File: src/rtl/mem_arbiter.sv
// Owns the single 256x8 data memory port: clears it to INIT_VALUE after reset, then
// shares it round-robin between the CPU datapath (port 0) and the loader/debug port (port 1).
module mem_arbiter #(
    parameter int            AW         = 8,
    parameter int            DW         = 8,
    parameter logic [DW-1:0] INIT_VALUE = '0,
    parameter bit            CLEAR_EN   = 1'b1
) (
    input  logic          clk,
    input  logic          rst_n,
    input  logic          req0,
    input  logic          we0,
    input  logic [AW-1:0] addr0,
    input  logic [DW-1:0] wdata0,
    input  logic          req1,
    input  logic          we1,
    input  logic [AW-1:0] addr1,
    input  logic [DW-1:0] wdata1,
    output logic          gnt0,
    output logic          gnt1,
    output logic          rvalid,
    output logic          rid,
    output logic [DW-1:0] rdata,
    output logic          init_done,
    output logic [AW-1:0] mem_addr,
    output logic          mem_wen_n,
    output logic [DW-1:0] mem_wdata,
    input  logic [DW-1:0] mem_rdata
);

    typedef enum logic {CLEAR, RUN} state_t;

    localparam logic [AW:0] LAST_ADDR = {1'b0, {AW{1'b1}}};

    state_t      state, state_next;
    logic [AW:0] clr_cnt;
    logic        last;
    logic        rd_pend;
    logic        rd_pend_id;

    always_comb begin
        state_next = state;
        gnt0       = 1'b0;
        gnt1       = 1'b0;
        case (state)
            CLEAR: begin
                if (clr_cnt == LAST_ADDR)
                    state_next = RUN;
            end
            RUN: begin
                // On a tie the port that did not win last time goes first.
                if (req0 && (!req1 || last))
                    gnt0 = 1'b1;
                else if (req1)
                    gnt1 = 1'b1;
            end
        endcase
    end

    always_ff @(posedge clk) begin
        if (!rst_n) begin
            state      <= CLEAR_EN ? CLEAR : RUN;
            clr_cnt    <= '0;
            last       <= 1'b1;
            mem_addr   <= '0;
            mem_wen_n  <= 1'b1;
            mem_wdata  <= '0;
            rvalid     <= 1'b0;
            rid        <= 1'b0;
            rdata      <= '0;
            init_done  <= 1'b0;
            rd_pend    <= 1'b0;
            rd_pend_id <= 1'b0;
        end else begin
            state     <= state_next;
            rvalid    <= rd_pend;
            rd_pend   <= 1'b0;
            mem_wen_n <= 1'b1;
            if (rd_pend) begin
                rdata <= mem_rdata;
                rid   <= rd_pend_id;
            end
            // The final clear write commits at the end of the first RUN cycle.
            if (state == RUN)
                init_done <= 1'b1;
            if (state == CLEAR) begin
                mem_addr  <= clr_cnt[AW-1:0];
                mem_wen_n <= 1'b0;
                mem_wdata <= INIT_VALUE;
                clr_cnt   <= clr_cnt + 1'b1;
            end else if (gnt0) begin
                mem_addr   <= addr0;
                mem_wen_n  <= ~we0;
                mem_wdata  <= wdata0;
                rd_pend    <= ~we0;
                rd_pend_id <= 1'b0;
                last       <= 1'b0;
            end else if (gnt1) begin
                mem_addr   <= addr1;
                mem_wen_n  <= ~we1;
                mem_wdata  <= wdata1;
                rd_pend    <= ~we1;
                rd_pend_id <= 1'b1;
                last       <= 1'b1;
            end
        end
    end

endmodule

File: config.mk
export PLATFORM = sky130hd
export DESIGN_NAME = mem_arbiter
export DESIGN_NICKNAME = d
export VERILOG_FILES = /design/src/rtl/mem_arbiter.sv
export SDC_FILE = /design/constraint.sdc
export NUM_CORES = 1
export LEC_CHECK = 0
export BUFFER_PORTS_ARGS = -buffer_cell sky130_fd_sc_hd__buf_2
export CORE_MARGIN = 2
export CORE_UTILIZATION = 51
export DETAILED_ROUTE_END_ITERATION = 12
export MAX_ROUTING_LAYER = met4
export PLACE_DENSITY = 0.9
export SLEW_MARGIN = 20
export SYNTH_ARGS = -nofsm -noshare
export SYNTH_HDL_FRONTEND = slang
export SYNTH_SLANG_ARGS = --single-unit
File: constraint.sdc
create_clock -name clk -period 1.9 [get_ports clk]
set_input_delay 0.19 -clock clk [delete_from_list [all_inputs] [get_ports clk]]
set_output_delay 0.19 -clock clk [all_outputs]
set_load 0.05 [all_outputs]
==> impl_metrics.csv <==
group,metric,value,unit
status,status,"finished clean",
logic_synthesis,ys_seq_elements,41,
die,io_pins,76,
sta,setup_ws,0.0981,ns
sta,setup_viol,0,
logic_synthesis,synth_top_cell_by_area,"dfxtp_1",
cells_and_area,drive_gt1_share,34.9,%
flow_run,drv_cap,0,
drt,vias,1713,
logic_synthesis,netlist.area_leader.share,43.3,%
die,fp.dieArea,4220,um^2
drt,routedWlPerCell,13.2,um
logic_synthesis,ys_types,41,
die,die_y,65.0,um
clock_tree,clk_pin_slew_worst_paths,0.07,ns
worst_setup_path,worstSetupPathType,"flip-flop to output pin",
power,total_power,0.00153,W
logic_synthesis,synth_top_family_by_area,"simple AND/OR/NAND/NOR gates",
drt,drt_pass1_iterations,4,
sta,worst_slew_pin_slew,0.505,ns
grt,grt_pass1_wl,6880,um
sta,worst_clock_skew,0.00544,ns
grt,grt_usage,21.7,%
sta,slew_headroom,66.3,%
die,core,3610,um^2
logic_synthesis,postSynth.asyncResetShare,0,%
power,powerDensity,661,nW/um^2
die,start_util,52.6,%
logic_synthesis,yosys.area_share.simple,25.3,%
sta,rsz0062_at_grt,"no",
placement,gp_congestion,0.743,
clock_tree,insertion_delay,0.28,ns
clock_tree,cts_post_setup_buffers_inserted,0,
worst_hold_path,hold_class,"input port to flip-flop",
worst_setup_path,rr_endpoint,"clr_cnt[8]",
worst_setup_path,required,1.71,ns
sta,fmax,555,MHz
drt,drt_iter0_drc,122,
clock_tree,root_buffer,"clkbuf_8",
logic_synthesis,ys_seq_area_share,43.3,%
worst_hold_path,hold_depth,3,
grt,grt_pass1_vias,1580,
logic_synthesis,synth_area_leaders,"dfxtp_1, mux2i_1, nand4_1",
logic_synthesis,ys.flop_type,"dfxtp_1",
logic_synthesis,synth_mux_area_share,9.50,%
clock_tree,cts_resized,0,
sta,fin_setup_tns,0,ns
power,peakVddDrop,381,uV
drt,drc_errors,0,
worst_setup_path,endpoint_kind,"output pin",
logic_synthesis,synth_compound_area_share,12.4,%
worst_setup_path,reg2reg_depth,7,
logic_synthesis,ys_warn_count,0,
worst_setup_path,reg2reg_from,"clr_cnt[0]",
clock_tree,numCtsBuffers,5,
worst_setup_path,reg2reg_slack,0.44,ns
drt,wirelength,4180,um
grt,grt_antenna_before_repair,0,
placement,dpl.cell_count,309,
sta,fin_crit_sh,94.8,%
clock_tree,clock_path_buffers,2,
sta,drv_slew,0,
cells_and_area,regArea,821,um^2
clock_tree,cts_hold_buf,0,
logic_synthesis,syn_area_per_cell,9.58,um^2
logic_synthesis,synth_cells,198,
clock_tree,cts_sinks,41,
drt,vias_per_cell,5.40,
logic_synthesis,synth_area,1900,um^2
placement,place_hpwl,2980,um
clock_tree,cts_tree,"done",
sta,finalCriticalPeriod,1.80,ns
cells_and_area,nFillCells,308,
clock_tree,h-tree-depth,2,
die,rows,22,
cells_and_area,area_delta_synth_final,22.2,%
logic_synthesis,synthAdderAreaFrac,1.32,%
sta,hold_violations,0,
logic_synthesis,synth_xor_area_share,1.85,%
cells_and_area,multi_input_area,956,um^2
worst_setup_path,startpoint_type,"flip-flop",
grt,grt-ovfl-total,0,
worst_setup_path,path_max_fanout,9,
placement,pre_cts_ws,0.335,ns
placement,port-buffer-count,75,
worst_setup_path,crit_arrival,1.61,ns
cells_and_area,insertedDiodeCount,0,
worst_setup_path,startpoint,"state",
logic_synthesis,synth-edff-count,0,
die,die_w,65.0,um
grt,grt_max_degree,29,
cells_and_area,fin_nets,316,
worst_setup_path,endpoint,"gnt0",
drt,ant_nets,0,
worst_hold_path,min_from,"mem_rdata[3]",
cells_and_area,fin_cells,317,
logic_synthesis,synth_nets,246,
power,leakage,0.997,nW
## registers in the layout, indices dropped and copies added, names as in the netlist, 8 cells and up
signal and count:
rdata 8, mem_addr 8, mem_wdata 8, clr_cnt 9
## stage by stage
stage	instance area [um^2]	util (%)	hold WS, ns
2_1_floorplan	1900	-	0.337
3_3_place_gp	2240	62.0	0.422
3_5_place_dp	2240	62.0	0.434
4_1_cts	2320	64.3	0.134
5_1_grt	2320	64.3	0.145
6_report	2320	64.3	0.135
## placed cells by master, fill, tap and decap left out, drive strengths merged, types with 2 or more instances in the layout
cell type	count
a211oi	8
nor2	24
clkbuf	8
o21ai	5
nor2b	9
nor3	9
nand4	15
nand3b	3
a21oi	5
and2	4
ha	2
buf	77
o211ai	7
dfxtp	41
nand2	5
mux2i	18
inv	3
a31oi	7
or3	4
xor2	3
nand4b	2
nand3	4
## cells by family after synthesis
group,count (synthesis)
mux,18
buf+inv,17
fa+ha+maj,2
xor+xnor,4
compound gates,34
simple gates,82
flops,41
## worst max-delay path, stage by stage (launching register included)
cell,delay [ns]
dfxtp_1,0.49
and2_2,0.31
nand2_2,0.16
inv_2,0.10
buf_2,0.26
## cells in the mapped netlist, types with 3 or more instances
cell       n
a211oi_1   8
a21oi_1    4
a31oi_1    7
and2_1     3
buf_2      5
buf_4      3
buf_6      3
dfxtp_1   41
mux2i_1   18
nand3_1    4
nand3b_1   3
nand4_1   15
nor2_1    24
nor2b_1    8
nor3_1     9
o211ai_1   7
o21ai_0    3
or3_1      3
xor2_1     3
## layout make-up
type / instances / share of cell area, %
Clock buffer: 8 / 3.45
Inverter: 3 / 0.486
Multi-Input combinational cell: 140 / 41.2
Sequential cell: 41 / 35.4
Tap cell: 48 / 2.59
Timing Repair Buffer: 77 / 16.8
## power by group
group	internal, W	switching, W	total [W]
registers	0.000869	0.0000126	0.000882
logic	0.0000536	0.0000685	0.000122
clock network	0.000261	0.000268	0.000528
total	0.00118	0.000349	0.00153
## worst min path at each step
stage	end	slack (ns)
3_5_place_dp	rdata[7]	0.43
6_report	rdata[3]	0.14
5_1_grt	rdata[2]	0.14
3_3_place_gp	rdata[6]	0.42
4_1_cts	rdata[3]	0.13
2_1_floorplan	rdata[0]	0.34
## routing by layer
| layer | share of wire (%) | vias up | track usage [%] |
|---|---|---|---|
| li1 | - | 859 | - |
| met1 | 44 | 792 | 26.0 |
| met2 | 48 | 55 | 35.4 |
| met3 | 6.3 | 7 | 4.51 |
| met4 | 1.8 | 0 | 9.04 |
| met5 | 0 | - | - |
Note: power is estimated with default switching activity, not from simulation.
